--- config.mk ---
export PLATFORM = sky130hd
export DESIGN_NAME = edge_pattern_gen_flat
export DESIGN_NICKNAME = d
export VERILOG_FILES = /design/src/rtl/edge_pattern_gen_if.sv /design/src/rtl/edge_pattern_gen.sv /design/src/flat_wrapper.sv
export SDC_FILE = /design/constraint.sdc
export NUM_CORES = 1
export LEC_CHECK = 0
export ABC_AREA = 1
export BUFFER_PORTS_ARGS = -buffer_cell sky130_fd_sc_hd__buf_2
export CORE_MARGIN = 3
export CORE_UTILIZATION = 23
export CTS_CLUSTER_DIAMETER = 60
export CTS_CLUSTER_SIZE = 28
export DETAILED_ROUTE_END_ITERATION = 7
export GPL_TIMING_DRIVEN = 1
export HOLD_SLACK_MARGIN = 0.06
export PLACE_DENSITY_LB_ADDON = 0.05
export RECOVER_POWER = 100
export REMOVE_ABC_BUFFERS = 1
export SLEW_MARGIN = 25
export SYNTH_ARGS = -nofsm -noshare
export SYNTH_HDL_FRONTEND = slang
export SYNTH_SLANG_ARGS = --single-unit
--- constraint.sdc ---
create_clock -name clk -period 2.2 [get_ports clk]
set_input_delay 0.11 -clock clk [delete_from_list [all_inputs] [get_ports clk]]
set_output_delay 0.11 -clock clk [all_outputs]
set_load 0.1 [all_outputs]
--- src/rtl/edge_pattern_gen_if.sv ---
// edge_pattern_gen_if: burst request fields and generated waveform/strobe signals
interface edge_pattern_gen_if #(parameter int CNT_W = 8);
    logic             start;
    logic             abort;
    logic [CNT_W-1:0] high_len;
    logic [CNT_W-1:0] low_len;
    logic [CNT_W-1:0] num_pulses;
    logic             out;
    logic             pos_edge;
    logic             neg_edge;
    logic             busy;
    logic             done;
    logic             err;
    modport master (
        output start, abort, high_len, low_len, num_pulses,
        input  out, pos_edge, neg_edge, busy, done, err
    );
    modport slave (
        input  start, abort, high_len, low_len, num_pulses,
        output out, pos_edge, neg_edge, busy, done, err
    );
endinterface

--- src/rtl/edge_pattern_gen.sv ---
// edge_pattern_gen: programmable pulse-burst transmitter with registered edge strobes
module edge_pattern_gen #(parameter int CNT_W = 8) (
    input logic           clk,
    input logic           rst,
    edge_pattern_gen_if.slave bus
);
    typedef enum logic [1:0] {IDLE, HIGH, LOW} state_t;
    state_t state, state_n;
    logic [CNT_W-1:0] phase_cnt, phase_n, pulses_left, pulses_n, hl, hl_n, ll, ll_n;
    logic pos_n, neg_n, done_n, err_n, fields_ok;
    assign fields_ok = (|bus.high_len) && (|bus.low_len) && (|bus.num_pulses);
    always_ff @(posedge clk) begin
        if (rst) begin
            state        <= IDLE;
            phase_cnt    <= '0;
            pulses_left  <= '0;
            hl           <= '0;
            ll           <= '0;
            bus.out      <= 1'b0;
            bus.busy     <= 1'b0;
            bus.pos_edge <= 1'b0;
            bus.neg_edge <= 1'b0;
            bus.done     <= 1'b0;
            bus.err      <= 1'b0;
        end else begin
            state        <= state_n;
            phase_cnt    <= phase_n;
            pulses_left  <= pulses_n;
            hl           <= hl_n;
            ll           <= ll_n;
            bus.out      <= state_n == HIGH;
            bus.busy     <= state_n != IDLE;
            bus.pos_edge <= pos_n;
            bus.neg_edge <= neg_n;
            bus.done     <= done_n;
            bus.err      <= err_n;
        end
    end
    always_comb begin
        state_n  = state;
        phase_n  = phase_cnt;
        pulses_n = pulses_left;
        hl_n     = hl;
        ll_n     = ll;
        pos_n    = 1'b0;
        neg_n    = 1'b0;
        done_n   = 1'b0;
        err_n    = 1'b0;
        case (state)
            IDLE: begin
                if (bus.start && !bus.abort && fields_ok) begin
                    state_n  = HIGH;
                    pos_n    = 1'b1;
                    phase_n  = bus.high_len - CNT_W'(1);
                    pulses_n = bus.num_pulses;
                    hl_n     = bus.high_len;
                    ll_n     = bus.low_len;
                end else if (bus.start && !bus.abort) begin
                    err_n = 1'b1;
                end
            end
            HIGH: begin
                if (bus.abort) begin
                    state_n = IDLE;
                    neg_n   = 1'b1;
                end else if (phase_cnt == '0) begin
                    state_n = LOW;
                    neg_n   = 1'b1;
                    phase_n = ll - CNT_W'(1);
                end else begin
                    phase_n = phase_cnt - CNT_W'(1);
                end
            end
            LOW: begin
                if (bus.abort) begin
                    state_n = IDLE;
                end else if (phase_cnt == '0 && pulses_left == CNT_W'(1)) begin
                    state_n = IDLE;
                    done_n  = 1'b1;
                end else if (phase_cnt == '0) begin
                    state_n  = HIGH;
                    pos_n    = 1'b1;
                    pulses_n = pulses_left - CNT_W'(1);
                    phase_n  = hl - CNT_W'(1);
                end else begin
                    phase_n = phase_cnt - CNT_W'(1);
                end
            end
            default: state_n = IDLE;
        endcase
    end
endmodule

--- src/flat_wrapper.sv ---
// flat-port wrapper written by rule: the top's interface ports become plain ports
module edge_pattern_gen_flat 
#(parameter int CNT_W = 8)
  (clk, rst, bus_start, bus_abort, bus_high_len, bus_low_len, bus_num_pulses, bus_out, bus_pos_edge, bus_neg_edge, bus_busy, bus_done, bus_err);
  edge_pattern_gen_if #(.CNT_W(CNT_W)) bus_i ();
  input logic clk;
  input logic rst;
  input wire logic [$bits(bus_i.start)-1:0] bus_start;
  input wire logic [$bits(bus_i.abort)-1:0] bus_abort;
  input wire logic [$bits(bus_i.high_len)-1:0] bus_high_len;
  input wire logic [$bits(bus_i.low_len)-1:0] bus_low_len;
  input wire logic [$bits(bus_i.num_pulses)-1:0] bus_num_pulses;
  output wire logic [$bits(bus_i.out)-1:0] bus_out;
  output wire logic [$bits(bus_i.pos_edge)-1:0] bus_pos_edge;
  output wire logic [$bits(bus_i.neg_edge)-1:0] bus_neg_edge;
  output wire logic [$bits(bus_i.busy)-1:0] bus_busy;
  output wire logic [$bits(bus_i.done)-1:0] bus_done;
  output wire logic [$bits(bus_i.err)-1:0] bus_err;
  assign bus_i.start = bus_start;
  assign bus_i.abort = bus_abort;
  assign bus_i.high_len = bus_high_len;
  assign bus_i.low_len = bus_low_len;
  assign bus_i.num_pulses = bus_num_pulses;
  assign bus_out = bus_i.out;
  assign bus_pos_edge = bus_i.pos_edge;
  assign bus_neg_edge = bus_i.neg_edge;
  assign bus_busy = bus_i.busy;
  assign bus_done = bus_i.done;
  assign bus_err = bus_i.err;
  edge_pattern_gen #(.CNT_W(CNT_W)) u_core (.clk(clk), .rst(rst), .bus(bus_i));
endmodule
# Word-level counts from Yosys, hierarchy flattened
# Cells that the tools add are included.
# totals
ff_bits	40
input_bits	28
output_inout_bits	6
wordCells	75
# classes
n_addsub	5
eq_ne	9
muxes	27
n_bitwise	3
n_reduce_logical	20
# ops
operator	count
8-bit two-way mux	10
8-bit by 1-bit subtractor with 8-bit output (second input constant)	5
8-bit case mux with 3 select lines	1
8-bit OR reduction	3
8-bit case mux with 2 select lines	1
2-bit two-way mux	6
5-bit AND reduction	2
8-bit by 1-bit == test with 1-bit output (second input constant)	1
8-bit zero test	1
1-bit two-way mux	7
2-bit inequality test (second input constant)	3
2-bit case mux with 3 select lines	1
3-bit OR reduction	2
1-bit logical AND	5
2-bit by 1-bit == test with 1-bit output (second input constant)	2
2-bit by 1-bit inequality test with 1-bit output (second input constant)	2
2-bit nonzero test	2
1-bit NOT	3
3-bit nonzero test	1
2-bit == test (second input constant)	1
2-bit zero test	1
1-bit case mux with 2 select lines	1
2-bit AND reduction	1
2-bit OR reduction	1
1-bit zero test	1

# Logic depth before layout (Yosys ltp)
# logic_depth
word_depth	7
mapped_depth	12
depth_no_buf	12

# Worst setup path before layout
# No wires, ideal clock.
# synth_path
path_kind	flip-flop to flip-flop
from	reg u_core.state[1]
to	reg u_core.phase_cnt[0]
setup_time_ps	70
arrival_time_ps	1476
setup_slack_ps	654
stages_incl_launch_ff	11
n_path_buf	1
synth_period_minus_slack_ps	1546
cell_sequence	dfxtp_1 -> inv_1 -> ha_1 -> buf_2 -> nor2_1 -> nand2_1 -> o21ai_0 -> nand2_2 -> a21oi_2 -> o21ai_0 -> a21oi_1
# synth_between
elab_chain_cells	3
# synth_lines
element	line	text
start: declaration	edge_pattern_gen.sv:8	state_t state, state_n;
start signal: assignment	edge_pattern_gen.sv:26	state <= state_n;
2-bit by 1-bit == test with 1-bit output, or another cell as far along	edge_pattern_gen.sv:49	case (state)
2-bit inequality test (no line), or another cell as far along	-	
5-bit AND reduction (no line)	-	
end signal: assignment	edge_pattern_gen.sv:27	phase_cnt <= phase_n;
end: declaration	edge_pattern_gen.sv:9	logic [CNT_W-1:0] phase_cnt, phase_n, pulses_left, pulses_n, hl, hl_n, ll, ll_n;
# Several ways; a longest one is shown, not always the timed one.
# A chain may end at the register's enable or synchronous reset.

# Worst setup path in the final report
# layout_path
from	in bus_abort
to	reg u_core.pulses_left[7]
# layout_between
elab_chain_cells	5
# layout_lines
element	line	text
start: declaration	flat_wrapper.sv:9	input wire logic [$bits(bus_i.abort)-1:0] bus_abort;
1-bit zero test	edge_pattern_gen.sv:51	if (bus.start && !bus.abort && fields_ok) begin
1-bit logical AND (2 in a row)	edge_pattern_gen.sv:51	
2-bit by 1-bit inequality test with 1-bit output (no line)	-	
5-bit AND reduction (no line) (*)	-	
end signal: assignment	edge_pattern_gen.sv:28	pulses_left <= pulses_n;
end: declaration	edge_pattern_gen.sv:9	
# Every way passes the cells marked *; elsewhere a longest branch is shown, timed or not.

==> results <==
- The run finished with clean final reports.
- After detailed routing, the average wire length per cell comes to 13.96 um.
- The floorplan has 38 rows.
- Among all stages on the critical path, the largest delay is contributed by dlygate4sd3_1.
- The maximum fanout count along the critical path is 12.
- The total length of routed wires is 8333 um.
- The critical path data required time is 2.38 ns.
- The worst path uses 86.21% of the clock period.
- The antenna diode count is 0.
- The reg-to-reg critical path endpoint is u_core.phase_cnt[2]$_SDFFE_PP0P_.
- The worst register-to-register path begins at u_core.state[0]$_SDFF_PP0_.
- Clock skew on the completed layout was measured at 0.007435 ns.
- Summed over all cells, the static leakage comes to 1.415 nW.
- The global-route wire length before repair is 13920 um.
- The total power divided by cell area is 818.1 nW/um2.
- The kind of critical path is in2reg.
- Summing all flip-flop and latch instances after layout gives 800.8 um2.
- In the final timing run, aggregate negative setup slack is 0 ns.
- Clock tree synthesis found a total of 40 sinks.
- Across the run, the number of max-cap violations was 0.
- Leaving out fill and tap cells, the most frequent cells in the layout are 78 x nand2_1, 59 x nor2_1, 53 x inv_1.
- The signal on the critical path passes through dlygate4sd3_1, clkbuf_1, inv_1, nand2_1, nor2_1, nand2_2, nand2_1, nand2_2, inv_1, nand2_1, nor2_1, nor2_1.
- The number of flip-flops and latches in the synthesized netlist is 40.
- The congestion estimate from routability-driven global placement came to 0.8148.
- For this run, the register share of the synthesized area comes to 29.74%.
- For hold timing, the worst endpoint is u_core.bus.err$_SDFF_PP0_.
- For the worst-skew pair, the clock arrives at the later sink with an insertion delay of 0.29 ns.
- The length of the first detailed-routing pass in iterations is 4.
- Summing every instance area after synthesis gives 2693 um2.
- The transition time at the pin with the least slew margin is 1.177 ns.
- The starting density of the core is 24.20%.
- The most frequent standard cell in the layout excluding fill and tap cells is nand2_1.
- The via density per instance is 4.546.
- In this run the biggest area consumer among cell types represents 29.74% of the synthesized area.
- Summing all placed instances gives a cell area of 3015 um2.
- The TritonCTS clock tree is built.
- The slack of the worst reg-to-reg path is 0.32 ns.
- Setup repair after global routing left no endpoint under its margin.
- STA classifies the critical path endpoint as a register.
- The worst hold margin is 0.09443 ns.
- The post-route minimum period is 1.897 ns.
- The number of warnings issued by yosys is 0.
- The number of unique standard cell types used by synthesis is 33.
- Summing all multi-input logic gate instances after layout gives 1607 um2.
- The number of remaining DRC errors is 0.
- The ratio of cells with drive above 1 in the final layout is 11.60%.
- At the worst endpoint, the arrival time is 2.07 ns.
- dfxtp_1 takes more of the synthesized area than any other cell.
- A synthesized cell averages 6.381 um2.
- The tree is rooted in a clkbuf_16.
- The hold path startpoint is bus_start.
- The initial antenna violation count was 0.
- Clock-pin slew was measured on the worst setup and hold paths at 0.06 ns.
- Counting flops with an async set or reset pin after synthesis yields a share of 0%.
- The fmax is 527.2 MHz.
- The total clock buffers created by CTS is 5.
- The commonest register cell after synthesis is dfxtp_1.
- After global routing the overflow that remains totals 0.
- The largest incremental delay on the critical path is 0.53 ns.
- The post-cts sizing count is 0.
- The final max-slew violation count is 0.
- After synthesis, the cell types taking the most area are dfxtp_1 30%, nand2_1 11%, nor2_1 8.2%.
- In the global route stage, overall resource usage came out at 13.42%.
- The overall power consumption is 2.600 mW.
- The count of filler cells inserted in the layout is 1301.
- During I/O placement, the number of pins put on the boundary was 34.
- The maximum buffer depth of the clock tree is 2.
- The worst max-slew margin expressed relative to the limit is 21.85%.
- After floorplanning, the core was sized to cover 11130 um2.
- In this run, synthesis inferred 0 flip-flops with an integrated enable.
- The count of endpoints failing setup in the final report is 0.
- The number of input and output port buffers inserted is 33.
- The final instance area is 3178 um2.
- The die is 114.2 um wide.
- The number of DRC markers in iteration 0 is 76.
- Entering global routing, the biggest net connects 33 pins.
- For the worst flop-to-flop path, the logic depth is 9.
- The post-synthesis instance total is 422.
- The count of nets after finishing is 497.
- Relative to the synthesized area, the layout overhead comes to 18.03%.
- The via count is 2714.
- The number of nets with antenna violations after routing is 0.
- The total count of hold-check failures in the final report was 0.
- The HPWL after detailed placement is 6476 um.
- The sort of element at the start of the critical path is an input port.
- The die area is 13040 um2.
- The H-tree generated during clock tree synthesis spans 2 levels.
- The worst hold path was traced through 3 stages.
- The die is 114.2 um tall.
- The min-delay analysis places its worst path in the category in2reg.
- The via count of the first global-routing pass was 2734.
- The worst vdd rail ir drop is 0.0003568 V.
-- per-layer routing --
metal	part of all wire, %	track usage, %	vias to the layer above
met5	0	0	-
met4	1.3	3.405	0
met3	3.6	2.378	9
met2	46	22.25	46
met1	49	18.05	1214
li1	-	-	1445
-- flip-flops by register name (all words and copies together) (netlist names) --
signal / flops
u_core.hl: 8
u_core.bus.neg_edge: 1
u_core.bus.pos_edge: 1
u_core.bus.out: 1
u_core.bus.busy: 1
u_core.ll: 8
u_core.state: 2
u_core.bus.err: 1
u_core.pulses_left: 8
u_core.bus.done: 1
u_core.phase_cnt: 8
-- per-stage QoR --
stage          utilization [%]  cells  setup WS, ns
2_1_floorplan                -    410        0.4075
3_3_place_gp             27.10    589        0.2718
3_5_place_dp             27.10    589        0.2719
4_1_cts                  28.86    597        0.2521
5_1_grt                  28.57    597       0.07790
6_report                 28.57    597        0.3033
-- critical path: cells and delay by family --
family / cells / cell delay, ns
buffers and inverters: 4 / 1.02
and+or+nand+nor: 8 / 0.94
-- synthesized netlist by cell type, drive strengths merged (2+ instances only) --
library cell  instances
a21oi                45
a31oi                 2
buf                   7
clkbuf                5
dfxtp                40
ha                   12
inv                  54
nand2                84
nand3                40
nand4                 8
nor2                 62
nor3                  5
nor3b                 2
o21ai                44
xor2                  8
-- worst max path at each step --
| stage | depth (start not counted) | to | slack, ns | from |
|---|---|---|---|---|
| after floorplan | 5 | u_core.hl[2]$_SDFFE_PP0P_ | 0.41 | u_core.state[0]$_SDFF_PP0_ |
| after global placement | 9 | u_core.phase_cnt[2]$_SDFFE_PP0P_ | 0.27 | u_core.state[0]$_SDFF_PP0_ |
| after detailed placement | 9 | u_core.phase_cnt[2]$_SDFFE_PP0P_ | 0.27 | u_core.state[0]$_SDFF_PP0_ |
| after CTS | 9 | u_core.phase_cnt[2]$_SDFFE_PP0P_ | 0.25 | u_core.state[0]$_SDFF_PP0_ |
| after global routing | 11 | u_core.pulses_left[4]$_SDFFE_PP0P_ | 0.08 | bus_abort |
| final | 12 | u_core.pulses_left[7]$_SDFFE_PP0P_ | 0.30 | bus_abort |
-- area by class of cell --
| class | instances | share of cell area, % |
|---|---|---|
| flip-flops and latches | 40 | 25.20 |
| clock buffers | 5 | 3.937 |
| inverters | 54 | 6.378 |
| well taps | 140 | 5.512 |
| multi-input cells | 316 | 50.55 |
| repair buffers | 40 | 6.535 |
| clock inverters | 2 | 1.890 |
-- timing repair --
action	4_1_cts	5_1_grt
buffers inserted	0	0
hold endpoints to repair	1	0
hold buffers	1	0
endpoints found under the setup margin	0	0
-- kinds of logic (layout without fill, tap and decap cells) --
| kind of cell | Yosys count | count (layout) | share of synthesized area, % |
|---|---|---|---|
| compound gates | 92 | 92 | 18.12 |
| buf+inv | 66 | 101 | 9.851 |
| fa+ha+maj | 12 | 12 | 5.576 |
| xor+xnor | 8 | 8 | 2.602 |
| flops | 40 | 40 | 29.74 |
| simple gates | 204 | 204 | 34.11 |
-- where the power goes --
group | switching (mW) | internal, mW | total, mW
combinational | 0.537 | 0.257 | 0.794
sequential | 0.0598 | 0.792 | 0.852
clock | 0.310 | 0.644 | 0.954
total | 0.907 | 1.69 | 2.60
Note: power is estimated with default switching activity, not from simulation.
